## src/rtl/va_sweep_pkg.sv

```systemverilog
// va_sweep_pkg: shared types and ctrl_word field layout for the VA sweep controller.
// Contents: sweep FSM state enum, bit offsets/widths of the HPS PIO control word.
package va_sweep_pkg;

  typedef enum logic [1:0] {
    ST_IDLE    = 2'd0,
    ST_SETTLE  = 2'd1,
    ST_CAPTURE = 2'd2,
    ST_DONE    = 2'd3
  } state_e;

  // ctrl_word layout: [0] start, [1] abort, [9:2] npts_m1, [21:10] settle, [31:22] reserved
  localparam int unsigned START_BIT  = 0;
  localparam int unsigned ABORT_BIT  = 1;
  localparam int unsigned NPTS_LSB   = 2;
  localparam int unsigned NPTS_FW    = 8;
  localparam int unsigned SETTLE_LSB = 10;
  localparam int unsigned SETTLE_FW  = 12;
  localparam int unsigned RSVD_LSB   = 22;

endpackage

```

## src/rtl/va_sweep_timer.sv

```systemverilog
// va_sweep_timer: loadable saturating down-counter with a registered zero flag.
// Ports:
//   clk_i      - clock (rising edge)
//   rst_ni     - synchronous active-low reset
//   load_i     - load load_val_i (wins over dec_i)
//   load_val_i - value to load
//   dec_i      - decrement by one, holding at zero
//   zero_o     - count is zero (registered alongside the count)
module va_sweep_timer #(
  parameter int unsigned W = 12
) (
  input  logic         clk_i,
  input  logic         rst_ni,
  input  logic         load_i,
  input  logic [W-1:0] load_val_i,
  input  logic         dec_i,
  output logic         zero_o
);

  logic [W-1:0] cnt_q, cnt_d;
  logic         zero_q;

  // Next count: load has priority, decrement saturates at zero.
  always_comb begin
    cnt_d = cnt_q;
    if (load_i) begin
      cnt_d = load_val_i;
    end else if (dec_i && (cnt_q != '0)) begin
      cnt_d = cnt_q - W'(1);
    end
  end

  always_ff @(posedge clk_i) begin
    if (!rst_ni) begin
      cnt_q  <= '0;
      zero_q <= 1'b1;
    end else begin
      cnt_q  <= cnt_d;
      zero_q <= (cnt_d == '0);
    end
  end

  assign zero_o = zero_q;

endmodule

```

## src/rtl/va_sweep_ctrl.sv

```systemverilog
// va_sweep_ctrl: steps a vector-analyser sweep through npts_m1+1 frequency points,
// settling the generator then handshaking a capture at each point.
// Ports:
//   clk_clk       - clock (rising edge)
//   reset_reset_n - synchronous active-low reset
//   ctrl_word     - [0] start (rising edge), [1] abort, [9:2] npts_m1, [21:10] settle
//   cap_ack       - capture engine accepted the current point
//   gen_en        - vector generator enable (SETTLE and CAPTURE)
//   freq_idx      - current sweep point
//   cap_req       - capture request for the current point
//   busy          - controller not idle
//   done          - one-cycle pulse at sweep completion
//   err_timeout   - sticky capture-ack timeout flag
// Optional feature: define VA_SWEEP_ACK_TIMEOUT_EN to abandon a sweep after ACK_TO
// consecutive CAPTURE clocks without cap_ack; otherwise CAPTURE waits indefinitely.
module va_sweep_ctrl
  import va_sweep_pkg::*;
#(
  parameter int unsigned NPTS_W   = 8,
  parameter int unsigned SETTLE_W = 12,
  parameter int unsigned ACK_TO   = 4095
) (
  input  logic              clk_clk,
  input  logic              reset_reset_n,
  input  logic [31:0]       ctrl_word,
  input  logic              cap_ack,
  output logic              gen_en,
  output logic [NPTS_W-1:0] freq_idx,
  output logic              cap_req,
  output logic              busy,
  output logic              done,
  output logic              err_timeout
);

  state_e              state_q, state_d;
  logic [NPTS_W-1:0]   freq_q, freq_d;
  logic [NPTS_W-1:0]   npts_q, npts_d;
  logic [SETTLE_W-1:0] settle_q, settle_d;
  logic                start_prev_q;
  logic                seen_low_q;
  logic                gen_en_q, cap_req_q, busy_q, done_q;

  logic                start_c, abort_c, start_edge_c;
  logic [NPTS_W-1:0]   npts_fld_c;
  logic [SETTLE_W-1:0] settle_fld_c;
  logic                settle_load_c, settle_dec_c, settle_zero_c;
  logic [SETTLE_W-1:0] settle_val_c;

  assign start_c      = ctrl_word[START_BIT];
  assign abort_c      = ctrl_word[ABORT_BIT];
  assign npts_fld_c   = NPTS_W'(ctrl_word[NPTS_LSB +: NPTS_FW]);
  assign settle_fld_c = SETTLE_W'(ctrl_word[SETTLE_LSB +: SETTLE_FW]);
  // seen_low_q blocks a start level that was already high across reset release.
  assign start_edge_c = start_c && !start_prev_q && seen_low_q;

  logic unused_c;
  assign unused_c = ^{ctrl_word[31:RSVD_LSB], (ACK_TO == 32'd0)};

  va_sweep_timer #(.W(SETTLE_W)) u_settle_tmr (
    .clk_i      (clk_clk),
    .rst_ni     (reset_reset_n),
    .load_i     (settle_load_c),
    .load_val_i (settle_val_c),
    .dec_i      (settle_dec_c),
    .zero_o     (settle_zero_c)
  );

`ifdef VA_SWEEP_ACK_TIMEOUT_EN
  localparam int unsigned TO_W = $clog2(ACK_TO + 1);

  logic            to_load_c, to_dec_c, to_zero_c;
  logic            err_q, err_d;

  // Loaded with ACK_TO-1 on CAPTURE entry so zero marks the ACK_TO-th CAPTURE clock.
  va_sweep_timer #(.W(TO_W)) u_ack_tmr (
    .clk_i      (clk_clk),
    .rst_ni     (reset_reset_n),
    .load_i     (to_load_c),
    .load_val_i (TO_W'(ACK_TO - 1)),
    .dec_i      (to_dec_c),
    .zero_o     (to_zero_c)
  );

  assign err_timeout = err_q;
`else
  assign err_timeout = 1'b0;
`endif

  // Next-state and datapath control.
  always_comb begin
    state_d       = state_q;
    freq_d        = freq_q;
    npts_d        = npts_q;
    settle_d      = settle_q;
    settle_load_c = 1'b0;
    settle_dec_c  = 1'b0;
    settle_val_c  = settle_q;
`ifdef VA_SWEEP_ACK_TIMEOUT_EN
    err_d         = err_q;
    to_load_c     = 1'b0;
    to_dec_c      = 1'b0;
`endif
    unique case (state_q)
      ST_IDLE: begin
        // Abort in the same cycle as a start edge suppresses the start.
        if (start_edge_c && !abort_c) begin
          state_d       = ST_SETTLE;
          npts_d        = npts_fld_c;
          settle_d      = settle_fld_c;
          freq_d        = '0;
          settle_load_c = 1'b1;
          settle_val_c  = settle_fld_c;
`ifdef VA_SWEEP_ACK_TIMEOUT_EN
          err_d         = 1'b0;
`endif
        end
      end
      ST_SETTLE: begin
        if (abort_c) begin
          state_d = ST_IDLE;
        end else if (settle_zero_c) begin
          state_d = ST_CAPTURE;
`ifdef VA_SWEEP_ACK_TIMEOUT_EN
          to_load_c = 1'b1;
`endif
        end else begin
          settle_dec_c = 1'b1;
        end
      end
      ST_CAPTURE: begin
        if (abort_c) begin
          state_d = ST_IDLE;
        end else if (cap_ack) begin
          if (freq_q == npts_q) begin
            state_d = ST_DONE;
          end else begin
            state_d       = ST_SETTLE;
            freq_d        = freq_q + NPTS_W'(1);
            settle_load_c = 1'b1;
          end
        end
`ifdef VA_SWEEP_ACK_TIMEOUT_EN
        else if (to_zero_c) begin
          state_d = ST_IDLE;
          err_d   = 1'b1;
        end else begin
          to_dec_c = 1'b1;
        end
`endif
      end
      ST_DONE: begin
        state_d = ST_IDLE;
      end
      default: begin
        state_d = ST_IDLE;
      end
    endcase
  end

  // State, datapath and registered outputs decoded from the next state.
  always_ff @(posedge clk_clk) begin
    if (!reset_reset_n) begin
      state_q      <= ST_IDLE;
      freq_q       <= '0;
      npts_q       <= '0;
      settle_q     <= '0;
      start_prev_q <= 1'b0;
      seen_low_q   <= ~start_c;
      gen_en_q     <= 1'b0;
      cap_req_q    <= 1'b0;
      busy_q       <= 1'b0;
      done_q       <= 1'b0;
`ifdef VA_SWEEP_ACK_TIMEOUT_EN
      err_q        <= 1'b0;
`endif
    end else begin
      state_q      <= state_d;
      freq_q       <= freq_d;
      npts_q       <= npts_d;
      settle_q     <= settle_d;
      start_prev_q <= start_c;
      seen_low_q   <= seen_low_q | ~start_c;
      gen_en_q     <= (state_d == ST_SETTLE) || (state_d == ST_CAPTURE);
      cap_req_q    <= (state_d == ST_CAPTURE);
      busy_q       <= (state_d != ST_IDLE);
      done_q       <= (state_d == ST_DONE);
`ifdef VA_SWEEP_ACK_TIMEOUT_EN
      err_q        <= err_d;
`endif
    end
  end

  assign gen_en   = gen_en_q;
  assign cap_req  = cap_req_q;
  assign busy     = busy_q;
  assign done     = done_q;
  assign freq_idx = freq_q;

endmodule
```

## config.mk

```make
export PLATFORM = sky130hd
export DESIGN_NAME = va_sweep_ctrl
export DESIGN_NICKNAME = d
export VERILOG_FILES = /design/src/rtl/va_sweep_pkg.sv /design/src/rtl/va_sweep_timer.sv /design/src/rtl/va_sweep_ctrl.sv
export SDC_FILE = /design/constraint.sdc
export NUM_CORES = 1
export LEC_CHECK = 0
export CORE_MARGIN = 8
export CORE_UTILIZATION = 30
export CTS_CLUSTER_SIZE = 8
export DETAILED_ROUTE_END_ITERATION = 8
export HOLD_SLACK_MARGIN = 0.05
export PLACE_DENSITY_LB_ADDON = 0.1
export SYNTH_ARGS = -nofsm -noshare
export SYNTH_HDL_FRONTEND = slang
export SYNTH_SLANG_ARGS = --single-unit
export TNS_END_PERCENT = 20
```

## constraint.sdc

```tcl
create_clock -name clk_clk -period 4.6 [get_ports clk_clk]
set_input_delay 0.92 -clock clk_clk [delete_from_list [all_inputs] [get_ports clk_clk]]
set_output_delay 0.92 -clock clk_clk [all_outputs]
set_load 0.05 [all_outputs]
```

# Yosys cells after proc, flatten, opt, wreduce, memory -nomap -nowiden
# Index checks and enable logic that the tools add are counted.
dict set report word_totals {
  ff_bits 49
  latchBits 0
  ram_bits 0
  romBits 0
  inputBits 35
  output_inout_bits 13
  wordCells 66
  mem_count 0
}
dict set report op_classes {
  addsub 2
  mul 0
  div 0
  n_lt_le_gt_ge 0
  eq_ne 11
  shifts 0
  n_mux 25
  n_bitwise 2
  n_reduce_logical 14
}
# operator n
set ops {}
lappend ops {{2-to-1 mux 12 bit} 4}
lappend ops {{2-to-1 mux 8 bit} 4}
lappend ops {{case mux 8 bit (2 select lines)} 1}
lappend ops {{zero test 12 bit} 1}
lappend ops {{2-to-1 mux 2 bit} 6}
lappend ops {{nonzero test 12 bit} 1}
lappend ops {{subtractor 12 x 1 -> 12 bit (second input constant)} 1}
lappend ops {{adder 8 x 1 -> 8 bit (second input constant)} 1}
lappend ops {{== test 2 bit (second input constant)} 4}
lappend ops {{== test 8 bit} 1}
lappend ops {{2-to-1 mux 1 bit} 8}
lappend ops {{inequality test 2 bit (second input constant)} 4}
lappend ops {{case mux 2 bit (4 select lines)} 1}
lappend ops {{AND reduction 5 bit} 1}
lappend ops {{== test 2 x 1 -> 1 bit (second input constant)} 2}
lappend ops {{logical AND 1 bit} 4}
lappend ops {{nonzero test 2 bit} 2}
lappend ops {{zero test 1 bit} 2}
lappend ops {{zero test 2 bit} 1}
lappend ops {{case mux 1 bit (2 select lines)} 1}
lappend ops {{AND reduction 2 bit} 1}
lappend ops {{logical OR 1 bit} 1}
lappend ops {{inverter 1 bit} 1}
lappend ops {{OR 1 bit} 1}

# Depth between registers and ports, before layout
dict set report logic_depth {
  word_depth 8
  ltp_mapped 9
  depth_no_buf 9
}

# Cells and area by module
# From an unflattened synthesis, not the netlist that was laid out.
dict set report unflattened {
  hier_cells 302
  hier_area_um2 2467.4
}
# mod n_inst cells_per_inst area_per_inst_um2
set by_module_without_submodules {}
lappend by_module_without_submodules {va_sweep_ctrl 1 198 1606.5}
lappend by_module_without_submodules {va_sweep_timer 1 104 860.8}

# Worst setup path after synthesis
# No wires, ideal clock.
dict set report synth_path {
  path_kind {input port to flip-flop}
  startpoint {in ctrl_word[1]}
  endpoint {reg u_settle_tmr.zero_q (netlist: u_settle_tmr.zero_o)}
  setup_ns 0.087
  t_arrival_ns 3.373
  required_ns 4.513
  slack_ns 1.140
  path_stages 8
  n_path_buf 1
  cell_sequence {or4b_4 > or4_1 > clkbuf_2 > nor4_1 > mux2i_1 > a31oi_1 > or4_1 > o31ai_1}
}
dict set report synth_between {
  elab_chain_cells 6
  word_cells_on_any_way 13
  cone_classes {mux (9); reduce/logical (4)}
}
# element line_no
set synth_rtl {}
lappend synth_rtl {{start, declared} va_sweep_ctrl.sv:25} ;# input logic [31:0] ctrl_word,
lappend synth_rtl {{zero test 1 bit / 2-to-1 mux 1 bit (equally long branches)} {va_sweep_ctrl.sv:106, va_sweep_ctrl.sv:119}}
lappend synth_rtl {{logical AND 1 bit / 2-to-1 mux 1 bit (equally long branches)} {va_sweep_ctrl.sv:106, va_sweep_ctrl.sv:103}}
lappend synth_rtl {{2-to-1 mux 1 bit (tied with other cells)} va_sweep_ctrl.sv:106} ;# if (start_edge_c && !abort_c) begin
lappend synth_rtl {{case mux 1 bit (2 select lines) (tied with other cells)} va_sweep_ctrl.sv:103} ;# unique case (state_q)
lappend synth_rtl {{2-to-1 mux 12 bit *} va_sweep_timer.sv:26} ;# if (load_i) begin
lappend synth_rtl {{zero test 12 bit *} va_sweep_timer.sv:39} ;# zero_q <= (cnt_d == '0);
lappend synth_rtl {{end signal, assigned} va_sweep_timer.sv:39}
lappend synth_rtl {{end, declared} va_sweep_timer.sv:21} ;# logic zero_q;
# Every way passes the cells marked *; elsewhere a longest branch is shown, timed or not.
# A chain may end at the register's enable or synchronous reset.

# Final worst setup path
# Same ends and word-level chain as after synthesis.

==> results.sh <==
export IMPL_worst_pin_slew_ns=0.942
export IMPL_grt_usage_pct=10.9
export IMPL_crit_path_end_kind="register"
export IMPL_ys_flop_type="dfxtp_1"
export IMPL_clk_pin_slew_ns=0.09
export IMPL_cts_sinks=49
export IMPL_synthCells=251
export IMPL_grt_max_degree=30
export IMPL_required_ns=4.82
export IMPL_vias=1779
export IMPL_cp_cell_sequence="clkdlybuf4s50_1 > or4b_4 > or4_1 > nor4_1 > mux2i_1 > a31oi_1 > or4_1 > o31ai_1"
export IMPL_critPathLaunchType="input port"
export IMPL_min_delay_path_class="reg2reg"
export IMPL_cts_buffer_depth=2
export IMPL_die_w_um=103
export IMPL_grt_pass1_vias=1797
export IMPL_vias_per_cell=4.60
export IMPL_multi_input_area_um2=1230
export IMPL_reg2reg_depth=7
export IMPL_critPathMaxStageDelay_ns=0.59
export IMPL_hold_viol=0
export IMPL_wl_per_cell_um=13.8
export IMPL_drc=0
export IMPL_first_pass_iters=4
export IMPL_pin_count=48
export IMPL_rsz0062_at_grt="false"
export IMPL_cts_tree="done"
export IMPL_ys_seq_area_share_pct=42.7
export IMPL_worst_skew_pair_late_latency_ns=0.30
export IMPL_total_power_mw=0.957
export IMPL_fin_setup_tns_ns=0
export IMPL_worstPathMaxFanout=7
export IMPL_gp_congestion=0.727
export IMPL_yosysTopAreaCell="dfxtp_1"
export IMPL_cp_arrival_ns=4.06
export IMPL_synth_seq_cells=49
export IMPL_crit_slowest_cell="or4b_4"
export IMPL_dpl_cell_count=379
export IMPL_dpl_hpwl_mm=3.90
export IMPL_crit_type="in2reg"
export IMPL_setup_viol=0
export IMPL_numCtsBuffers=5
export IMPL_fin_crit_sh_pct=83.4
export IMPL_ir_worst_vdd_mv=0.126
export IMPL_drive_above_1_share_pct=5.26
export IMPL_core_um2=7570
export IMPL_die_height_um=103
export IMPL_synth_top_family_by_area="simple AND/OR/NAND/NOR gates"
export IMPL_fin_crit_ns=3.84
export IMPL_floorplan_initialDensity_pct=30.3
export IMPL_synthAdderAreaFrac_pct=3.27
export IMPL_htree_levels=2
export IMPL_register_area_um2=981
export IMPL_areaGrowthSynthToFinish_pct=25.6
export IMPL_synth_xor_area_share_pct=8.02
export IMPL_synthSimpleGateAreaFrac_pct=22.8
export IMPL_cts_hold_buf=0
export IMPL_max_slew_margin_pct=37.1
export IMPL_fill_cells=764
export IMPL_drt_wl_total_mm=5.36
export IMPL_antenna_found_initial=0
export IMPL_ys_top_cells_by_area="dfxtp_1, mux2i_1, nor2_1"
export IMPL_powerDensity_nw_per_um2=332
export IMPL_synth_top_cell_area_share_pct=42.7
export IMPL_antenna_cells=0
export IMPL_cts_resized=0
export IMPL_yosys_warnings=0
export IMPL_root_buffer="clkbuf_8"
export IMPL_clock_fmax_ghz=0.261
export IMPL_overflow=0
export IMPL_synth_fp_nets=292
export IMPL_synth_compound_area_share_pct=7.52
export IMPL_fin_skew_ns=0.00493
export IMPL_leakagePower_nw=1.27
export IMPL_synth_cell_types=35
export IMPL_synth_edf_count=0
export IMPL_fp_dieArea_um2=10700
export IMPL_final_cells=387
export IMPL_io_buffers=36
export IMPL_drt_initial_drc_count=68
export IMPL_grt_pass1_wl_mm=9.05
export IMPL_cap_violations=0
export IMPL_cts_setup_buffers=0
export IMPL_fin_nets=325
export IMPL_path_common_cell="or4_1"
export IMPL_drv_slew=0
export IMPL_synthMuxAreaShare_pct=11.8
export IMPL_min_path_cells=2
export IMPL_ant_nets=0
export IMPL_outcome="completed"
export IMPL_syn_avg_cell_area_um2=9.14
export IMPL_rows=32
export IMPL_synth_area_um2=2290
export IMPL_async_reset_ff_share_pct=0
## cell usage in the layout (no fill, tap or decap), drive strengths merged, types with 6 or more instances in the layout
master / synthesis / final
a211oi: 9 / 9
a21oi: 8 / 8
and2: 12 / 12
clkdlybuf4s50: 0 / 36
dfxtp: 49 / 49
ha: 6 / 6
inv: 9 / 9
mux2i: 27 / 27
nand2: 14 / 14
nor2: 40 / 40
nor3: 6 / 6
nor4: 6 / 6
xnor2: 9 / 9
xor2: 12 / 12
## where the power goes
part | internal (mW) | leakage, nW | switching (mW)
Clock | 0.216 | 0.0681 | 0.151
Sequential | 0.441 | 0.398 | 0.0125
Combinational | 0.0633 | 0.800 | 0.0720
## worst paths after layout
path / startpoint / endpoint / slack, ns
min reg2reg: seen_low_q / seen_low_q / 0.45
max reg2reg: state_q[1] / u_settle_tmr.zero_o / 1.49
min: seen_low_q / seen_low_q / 0.45
max: ctrl_word[1] / u_settle_tmr.zero_o / 0.76
## per-layer routing
| layer | wire length, um | vias to the layer above | global-route usage (%) | share of wire (%) |
|---|---|---|---|---|
| met4 | 59 | 0 | 3.67 | 1.1 |
| met3 | 313 | 5 | 3.28 | 5.8 |
| met5 | 0 | - | 0 | 0 |
| met1 | 2710 | 813 | 14.8 | 51 |
| li1 | - | 929 | - | - |
| met2 | 2270 | 32 | 15.9 | 42 |
## state kept, by name, indices dropped and copies added (netlist names)
name	count
busy	1
gen_en	1
npts_q	8
freq_idx	8
start_prev_q	1
cap_req	1
u_settle_tmr.cnt_q	12
u_settle_tmr.zero_o	1
settle_q	12
done	1
state_q	2
seen_low_q	1
## worst max-delay path, delay by kind of cell
kind	cells	cell delay, ns
AND/OR/NAND/NOR	4	2.06
buffers and inverters	1	0.45
AO/OA/AOI/OAI	2	0.34
multiplexers	1	0.27
## final cells by class
class | instances | share of cell area (%)
multi-input combinational | 181 | 42.7
sequential | 49 | 34.0
timing repair buffer | 38 | 13.0
tap | 102 | 4.43
clock buffer | 5 | 2.39
clock inverter | 3 | 2.26
inverter | 9 | 1.17
## synthesized netlist by cell type, types with 4 or more instances
cell type	n
nand3_1	4
clkbuf_1	7
nand2_1	14
nor3_1	6
inv_1	9
nor2_1	40
ha_1	6
xnor2_1	9
dfxtp_1	49
and2_1	12
nor4_1	6
mux2i_1	27
or3_1	5
a21oi_1	7
a211oi_1	9
xor2_1	12
## logic make-up after synthesis
logic type | Yosys count
fa+ha+maj | 6
other cells | 1
buf+inv | 21
mux | 27
simple gates | 101
compound gates | 25
xor+xnor | 21
flops | 49
## per-stage QoR
stage          hold WS, ns  instance area (um^2)  util [%]  worst slack, ns
5_1_grt              0.482                  2880      38.1            0.534
3_3_place_gp         0.425                  2750      36.3            0.446
4_1_cts              0.448                  2880      38.1            0.747
2_1_floorplan        0.414                  2290         -             1.14
3_5_place_dp         0.434                  2750      36.3            0.431
6_report             0.448                  2880      38.1            0.762
No activity file was read; power rests on OpenSTA's default activity.
